**src/rtl/bitmap_stream_pkg.sv**
```systemverilog
// bitmap_stream_pkg
//   Shared constants for the bitmap pixel stream: RGB byte-lane offsets
//   within an input pixel beat, BT.601-style luma coefficients (8-bit
//   fixed point, sum = 256), and the bytes-per-pixel derivation.
//   Configuration macro: BITMAP_GRAYSCALE_EN selects 1 byte per pixel.
package bitmap_stream_pkg;

  // Byte lanes of R, G, B inside pix_axis_tdata[23:0].
  localparam int R_LANE = 0;
  localparam int G_LANE = 1;
  localparam int B_LANE = 2;

  // Luma weights; 77 + 150 + 29 = 256 so white maps to exactly 0xFF.
  localparam logic [7:0] LUMA_R_COEF = 8'd77;
  localparam logic [7:0] LUMA_G_COEF = 8'd150;
  localparam logic [7:0] LUMA_B_COEF = 8'd29;

`ifdef BITMAP_GRAYSCALE_EN
  localparam int PIXEL_BYTES_CFG = 1;
`else
  localparam int PIXEL_BYTES_CFG = 3;
`endif

  // Number of whole pixels that fit in one output beat.
  function automatic int pixels_per_beat(input int data_width, input int pixel_bytes);
    return data_width / (8 * pixel_bytes);
  endfunction

endpackage

```
**src/rtl/rgb_to_luma.sv**
```systemverilog
// rgb_to_luma
//   Combinational RGB -> 8-bit luma: y = (77*r + 150*g + 29*b) >> 8,
//   computed with a 16-bit unsigned intermediate (max sum 65280, no overflow).
//   Ports: r, g, b (8-bit colour components in), y (8-bit luma out).
//   Only instantiated when BITMAP_GRAYSCALE_EN is defined.
module rgb_to_luma
  import bitmap_stream_pkg::*;
(
  input  logic [7:0] r,
  input  logic [7:0] g,
  input  logic [7:0] b,
  output logic [7:0] y
);

  logic [15:0] sum_s;

  // Weighted sum of the three components, keep the integer part.
  always_comb begin
    sum_s = ({8'd0, LUMA_R_COEF} * {8'd0, r})
          + ({8'd0, LUMA_G_COEF} * {8'd0, g})
          + ({8'd0, LUMA_B_COEF} * {8'd0, b});
    y     = sum_s[15:8];
  end

endmodule

```
**src/rtl/bitmap_pixel_packer.sv**
```systemverilog
// bitmap_pixel_packer
//   Packs a one-pixel-per-beat RGB AXIS stream into full-width AXIS beats
//   (PPB pixels per beat), latches the frame height/width/tuser sideband on
//   the first pixel of each frame and flags frames whose pixel count differs
//   from height*width (sticky frame_error).
//   Configuration macro: BITMAP_GRAYSCALE_EN (pixels reduced to 1-byte luma).
//   Ports:
//     axis_aclk, axis_reset          clock, synchronous active-high reset
//     bitmap_height/width            frame geometry, sampled on first pixel
//     pix_axis_*                     input pixel stream (pixel in tdata[23:0])
//     packed_axis_*                  packed output stream, registered
//     frame_height/width             latched geometry of current/last frame
//     frame_error                    sticky pixel-count mismatch flag
module bitmap_pixel_packer
  import bitmap_stream_pkg::*;
#(
  parameter int TDATA_WIDTH = 256,
  parameter int TUSER_WIDTH = 128
) (
  input  logic                     axis_aclk,
  input  logic                     axis_reset,
  input  logic [15:0]              bitmap_height,
  input  logic [15:0]              bitmap_width,
  input  logic [TDATA_WIDTH-1:0]   pix_axis_tdata,
  input  logic [TDATA_WIDTH/8-1:0] pix_axis_tkeep,
  input  logic [TUSER_WIDTH-1:0]   pix_axis_tuser,
  input  logic                     pix_axis_tvalid,
  output logic                     pix_axis_tready,
  input  logic                     pix_axis_tlast,
  output logic [TDATA_WIDTH-1:0]   packed_axis_tdata,
  output logic [TDATA_WIDTH/8-1:0] packed_axis_tkeep,
  output logic [TUSER_WIDTH-1:0]   packed_axis_tuser,
  output logic                     packed_axis_tvalid,
  input  logic                     packed_axis_tready,
  output logic                     packed_axis_tlast,
  output logic [15:0]              frame_height,
  output logic [15:0]              frame_width,
  output logic                     frame_error
);

  localparam int PIXEL_BYTES = PIXEL_BYTES_CFG;
  localparam int PIX_W       = 8 * PIXEL_BYTES;
  localparam int PPB         = pixels_per_beat(TDATA_WIDTH, PIXEL_BYTES);
  localparam int KEEP_W      = TDATA_WIDTH / 8;
  localparam int IDX_W       = (PPB > 1) ? $clog2(PPB) : 1;

  logic [PIX_W-1:0]       pix_s;
  logic                   unused_s;
  logic                   ready_s, accept_s, close_s, out_fire_s;
  logic [TDATA_WIDTH-1:0] acc_next_s;
  logic [KEEP_W-1:0]      keep_next_s;
  logic [TUSER_WIDTH-1:0] user_next_s;
  logic [15:0]            h_s, w_s;
  logic [31:0]            count_next_s, area_s;

  logic [TDATA_WIDTH-1:0] acc_r;
  logic [IDX_W-1:0]       idx_r;
  logic [31:0]            count_r;
  logic                   first_r;       // next accepted pixel starts a frame
  logic                   beat_first_r;  // next loaded beat is the frame's first
  logic [15:0]            height_r, width_r;
  logic [TUSER_WIDTH-1:0] tuser_r;
  logic                   error_r;
  logic [TDATA_WIDTH-1:0] out_data_r;
  logic [KEEP_W-1:0]      out_keep_r;
  logic [TUSER_WIDTH-1:0] out_user_r;
  logic                   out_valid_r, out_last_r;

`ifdef BITMAP_GRAYSCALE_EN
  rgb_to_luma u_luma (
    .r (pix_axis_tdata[8*R_LANE +: 8]),
    .g (pix_axis_tdata[8*G_LANE +: 8]),
    .b (pix_axis_tdata[8*B_LANE +: 8]),
    .y (pix_s)
  );
`else
  // RGB mode: the {B,G,R} bytes are stored unchanged.
  always_comb begin
    pix_s = pix_axis_tdata[PIX_W-1:0];
  end
`endif

  // Inputs that carry no information for this block.
  always_comb begin
    unused_s = ^{pix_axis_tkeep, pix_axis_tdata[TDATA_WIDTH-1:24]};
  end

  // Handshakes, next accumulator contents and the beat/frame bookkeeping.
  always_comb begin
    ready_s      = ~axis_reset & (~out_valid_r | packed_axis_tready);
    accept_s     = pix_axis_tvalid & ready_s;
    out_fire_s   = out_valid_r & packed_axis_tready;
    close_s      = accept_s & ((idx_r == IDX_W'(PPB - 1)) | pix_axis_tlast);
    acc_next_s   = acc_r;
    acc_next_s[int'(idx_r) * PIX_W +: PIX_W] = pix_s;
    keep_next_s  = '0;
    for (int i = 0; i < KEEP_W; i++) begin
      keep_next_s[i] = (i < (int'(idx_r) + 1) * PIXEL_BYTES);
    end
    // On the first pixel the sideband inputs are the frame's values.
    h_s          = first_r ? bitmap_height : height_r;
    w_s          = first_r ? bitmap_width  : width_r;
    count_next_s = first_r ? 32'd1 : (count_r + 32'd1);
    area_s       = {16'd0, h_s} * {16'd0, w_s};
    user_next_s  = beat_first_r ? (first_r ? pix_axis_tuser : tuser_r) : '0;
  end

  // Accumulator, frame sideband/counter and registered output beat.
  always_ff @(posedge axis_aclk) begin
    if (axis_reset) begin
      acc_r        <= '0;
      idx_r        <= '0;
      count_r      <= 32'd0;
      first_r      <= 1'b1;
      beat_first_r <= 1'b1;
      height_r     <= 16'd0;
      width_r      <= 16'd0;
      tuser_r      <= '0;
      error_r      <= 1'b0;
      out_data_r   <= '0;
      out_keep_r   <= '0;
      out_user_r   <= '0;
      out_valid_r  <= 1'b0;
      out_last_r   <= 1'b0;
    end else begin
      if (accept_s) begin
        if (close_s) begin
          acc_r <= '0;
          idx_r <= '0;
        end else begin
          acc_r <= acc_next_s;
          idx_r <= idx_r + IDX_W'(1);
        end
        count_r <= count_next_s;
        if (first_r) begin
          height_r <= bitmap_height;
          width_r  <= bitmap_width;
          tuser_r  <= pix_axis_tuser;
        end else begin
          tuser_r  <= tuser_r;
        end
        if (pix_axis_tlast) begin
          first_r      <= 1'b1;
          beat_first_r <= 1'b1;
          if (count_next_s != area_s) begin
            error_r <= 1'b1;
          end else begin
            error_r <= error_r;
          end
        end else begin
          first_r <= 1'b0;
          if (close_s) begin
            beat_first_r <= 1'b0;
          end else begin
            beat_first_r <= beat_first_r;
          end
        end
      end else begin
        acc_r <= acc_r;
      end

      // Input is only accepted when the output slot is free or draining,
      // so a reload never overwrites an unsent beat.
      if (close_s) begin
        out_data_r  <= acc_next_s;
        out_keep_r  <= keep_next_s;
        out_user_r  <= user_next_s;
        out_last_r  <= pix_axis_tlast;
        out_valid_r <= 1'b1;
      end else if (out_fire_s) begin
        out_valid_r <= 1'b0;
      end else begin
        out_valid_r <= out_valid_r;
      end
    end
  end

  assign pix_axis_tready    = ready_s;
  assign packed_axis_tdata  = out_data_r;
  assign packed_axis_tkeep  = out_keep_r;
  assign packed_axis_tuser  = out_user_r;
  assign packed_axis_tvalid = out_valid_r;
  assign packed_axis_tlast  = out_last_r;
  assign frame_height       = height_r;
  assign frame_width        = width_r;
  assign frame_error        = error_r;

endmodule
```
**config.mk**
```make
export PLATFORM = sky130hd
export DESIGN_NAME = bitmap_pixel_packer
export DESIGN_NICKNAME = d
export VERILOG_FILES = /design/src/rtl/bitmap_stream_pkg.sv /design/src/rtl/rgb_to_luma.sv /design/src/rtl/bitmap_pixel_packer.sv
export SDC_FILE = /design/constraint.sdc
export NUM_CORES = 2
export LEC_CHECK = 0
export ABC_AREA = 1
export ABC_CLOCK_PERIOD_IN_PS = 14900
export CAP_MARGIN = 10
export CORE_AREA = 2 2 351 353
export DETAILED_ROUTE_END_ITERATION = 12
export DIE_AREA = 0 0 353 355
export PLACE_DENSITY_LB_ADDON = 0.15
export SETUP_SLACK_MARGIN = 0.5
export SLEW_MARGIN = 5
export SYNTH_ARGS = -nofsm -noshare
export SYNTH_HDL_FRONTEND = slang
export SYNTH_SLANG_ARGS = --single-unit
```
**constraint.sdc**
```tcl
create_clock -name axis_aclk -period 14.9 [get_ports axis_aclk]
set_clock_uncertainty 0.05 [all_clocks]
set_input_delay 2.98 -clock axis_aclk [delete_from_list [all_inputs] [get_ports axis_aclk]]
set_output_delay 2.98 -clock axis_aclk [all_outputs]
set_load 0.05 [all_outputs]
```
==> reports/summary.txt <==
status: finished, final reports clean
FILL cells: 12197
worst-path fanout max: 14
Least-Margin Pin Slew: 1140 ps
register area share after synthesis: 35.6%
synth unique cells: 45
Num CTS Buffers: 99
grt total ovfl: 0
gpl congestion: 0.931
DR vias: 46921
post-CTS sizing: 0
Routed WL: 177000 um
Setup-failing EPs final: 0
non-filler cells, final: 8999
Reg clk slew, reported paths: 60 ps
Tot GR Track Use: 27.2%
via/cell ratio: 5.21
Area growth, synth to finish: 22.0%
hold crit path type: register to register
WS Path Type: input pin to register
CP Capture Type: register
Final #Nets: 8060
DR WL/cell: 19.6 um
Core ar.: 121000 sq um
CTS max path bufs: 3
Ys Warns: 0
Final Cycle Share: 64.8%
setup TNS: 0 ps
Die Y: 355 um
post-CTS setup buffer count: 0
Ports: 905
crit path time final: 9660 ps
Post-CTS Hold Buffers: 0
Synth top area share: 35.6%
flops & latches, synth: 873
syn avg cell area: 7.11 sq um
CTS sink cnt: 873
DRT iter0 DRCs: 4337
Initial Util: 40.4%
ys async rst share: 0%
static leakage: 26.6 nW
FMAX: 0.104 GHz
Slew Viols, Final: 0
antenna-violating nets left: 0
CP Launch Type: input pin
Post-synth top flop: dfxtp_1
Syn Std Cell Area: 49100 sq um
iteration count of the initial detailed-routing pass: 9
Die Wd: 353 um
H-tree depth: 3
relative slew slack: 22.9%
Final Hold Viols: 0
count leader, synth: nand2_1
share of cells above drive strength 1: 5.27%
syn nets: 7674
die area: 125000 sq um
Area contributors post-synth: dfxtp_1 (36%), nand2_1 (13%), fa_1 (8.0%)
CP arrival: 10170 ps
Synth Instances: 6905
register area: 17500 sq um
initial antenna violation count: 16
post-DP HPWL: 127000 um
clock root buffer: clkbuf_16
top post-synthesis cells by count: nand2_1 (1643), dfxtp_1 (873), inv_1 (784)
PortBufs: 640
Worst IR Drop VDD: 0.000313 V
multi-input logic area: 26900 sq um
first-pass GRT wire length: 266000 um
drt drc: 0
CTS tree: built
max_cap viols: 0
number of synthesized flops with an enable pin: 0
pwr/cell area: 213 nW/um^2
largest net degree at the start of global routing: 200
area leader, netlist: dfxtp_1
dpl cells: 8815
Site Rows: 128
final hold slack: 411 ps
number of global-route vias before repair: 43524
worst skew pair latency: 710 ps
CP Data Required Time: 15410 ps
RSZ-0062 raised after global routing: no
-- layer usage --
metal,routed length (um),GRT usage [%],up-vias
met5,59,0,-
li1,-,-,23047
met3,12800,5.85,271
met2,81800,44.1,1444
met1,74800,35.3,22151
met4,7100,10.9,8
-- through the flow --
| step | area [sq um] | total power, mW | setup slack [ps] | utilization, % |
|---|---|---|---|---|
| 2_1_floorplan | 49100 | 8.25 | 6250 | - |
| 3_3_place_gp | 56500 | 10.3 | 4730 | 46.5 |
| 3_5_place_dp | 56500 | 10.4 | 4680 | 46.5 |
| 4_1_cts | 59800 | 12.9 | 5400 | 49.3 |
| 5_1_grt | 59900 | 14.1 | 4940 | 49.3 |
| 6_report | 59900 | 12.8 | 5240 | 49.3 |
-- power by group --
| part | internal, mW | total [mW] | leakage [nW] | switching [mW] |
|---|---|---|---|---|
| Clock | 1.46 | 2.52 | 1.66 | 1.06 |
| Combinational | 2.68 | 7.78 | 17.8 | 5.10 |
| Sequential | 2.43 | 2.49 | 7.11 | 0.0590 |
| Total | 6.57 | 12.8 | 26.6 | 6.21 |
-- registers in the layout, summed over array words and instances (netlist names) --
register	flops
acc_r	256
packed_axis_tdata	256
packed_axis_tuser	128
tuser_r	128
count_r	32
packed_axis_tkeep	32
frame_height	16
frame_width	16
idx_r	4
beat_first_r	1
first_r	1
frame_error	1
packed_axis_tlast	1
packed_axis_tvalid	1
-- worst paths after layout --
check,from,to,slack [ps],depth (start not counted)
max,bitmap_height[4],frame_error,5240,28
min,acc_r[57],acc_r[57],410,2
max reg2reg,first_r,frame_error,6210,27
min reg2reg,acc_r[57],acc_r[57],410,2
-- worst max-delay path, stage by stage --
cell	delay [ps]
clkdlybuf4s50_1	400
or2_2	280
o21ai_0	340
inv_1	540
nand2_1	240
fa_1	480
fa_1	550
fa_1	570
fa_1	550
fa_1	570
inv_1	60
fa_1	480
ha_1	440
nand2_1	140
nor2_1	360
nand2_1	150
nor2_1	110
nand2_1	100
nand2_1	120
nand2_1	50
nand3_1	80
nand2_1	60
nor2_1	110
nand2_1	80
nor2_1	90
nand3_1	110
nand2_1	80
a21oi_1	60
-- cell usage in the layout (no fill, tap or decap), drive strengths merged --
master	instances
a21o	42
a21oi	349
a31oi	10
and2	1
and3	1
buf	78
bufinv	5
clkbuf	142
clkdlybuf4s50	639
clkinv	29
dfxtp	873
diode	12
fa	195
ha	121
inv	801
mux2i	70
nand2	1654
nand3	515
nand3b	23
nand4	41
nor2	600
nor3	11
nor3b	1
o211a	128
o211ai	80
o21a	10
o21ai	775
o21bai	1
o22ai	40
o31ai	1
or2	100
or4	1
xnor2	9
xor2	16
-- area by class of cell --
cell class	count	area share (%)
Multi-Input combinational cell	4795	45.0
Inverter	805	5.06
Tap cell	1625	3.40
Antenna cell	12	0.0501
Timing Repair Buffer	717	11.7
Sequential cell	873	29.2
Clock buffer	142	4.92
Clock inverter	30	0.669
-- cell families (layout without fill, tap and decap cells) --
| kind of cell | Yosys count | count (layout) | share of synthesized area, % |
|---|---|---|---|
| AOI/OAI and AO/OA | 1436 | 1436 | 16.8 |
| xor gates and xnor gates | 25 | 25 | 0.446 |
| adders and majority gates | 316 | 316 | 11.0 |
| buffers and inverters | 1237 | 1694 | 9.63 |
| DFF | 873 | 873 | 35.6 |
| muxes | 70 | 70 | 1.43 |
| other | 0 | 12 | 0 |
| and+or+nand+nor | 2948 | 2948 | 25.1 |
No activity file was read; power rests on OpenSTA's default activity.
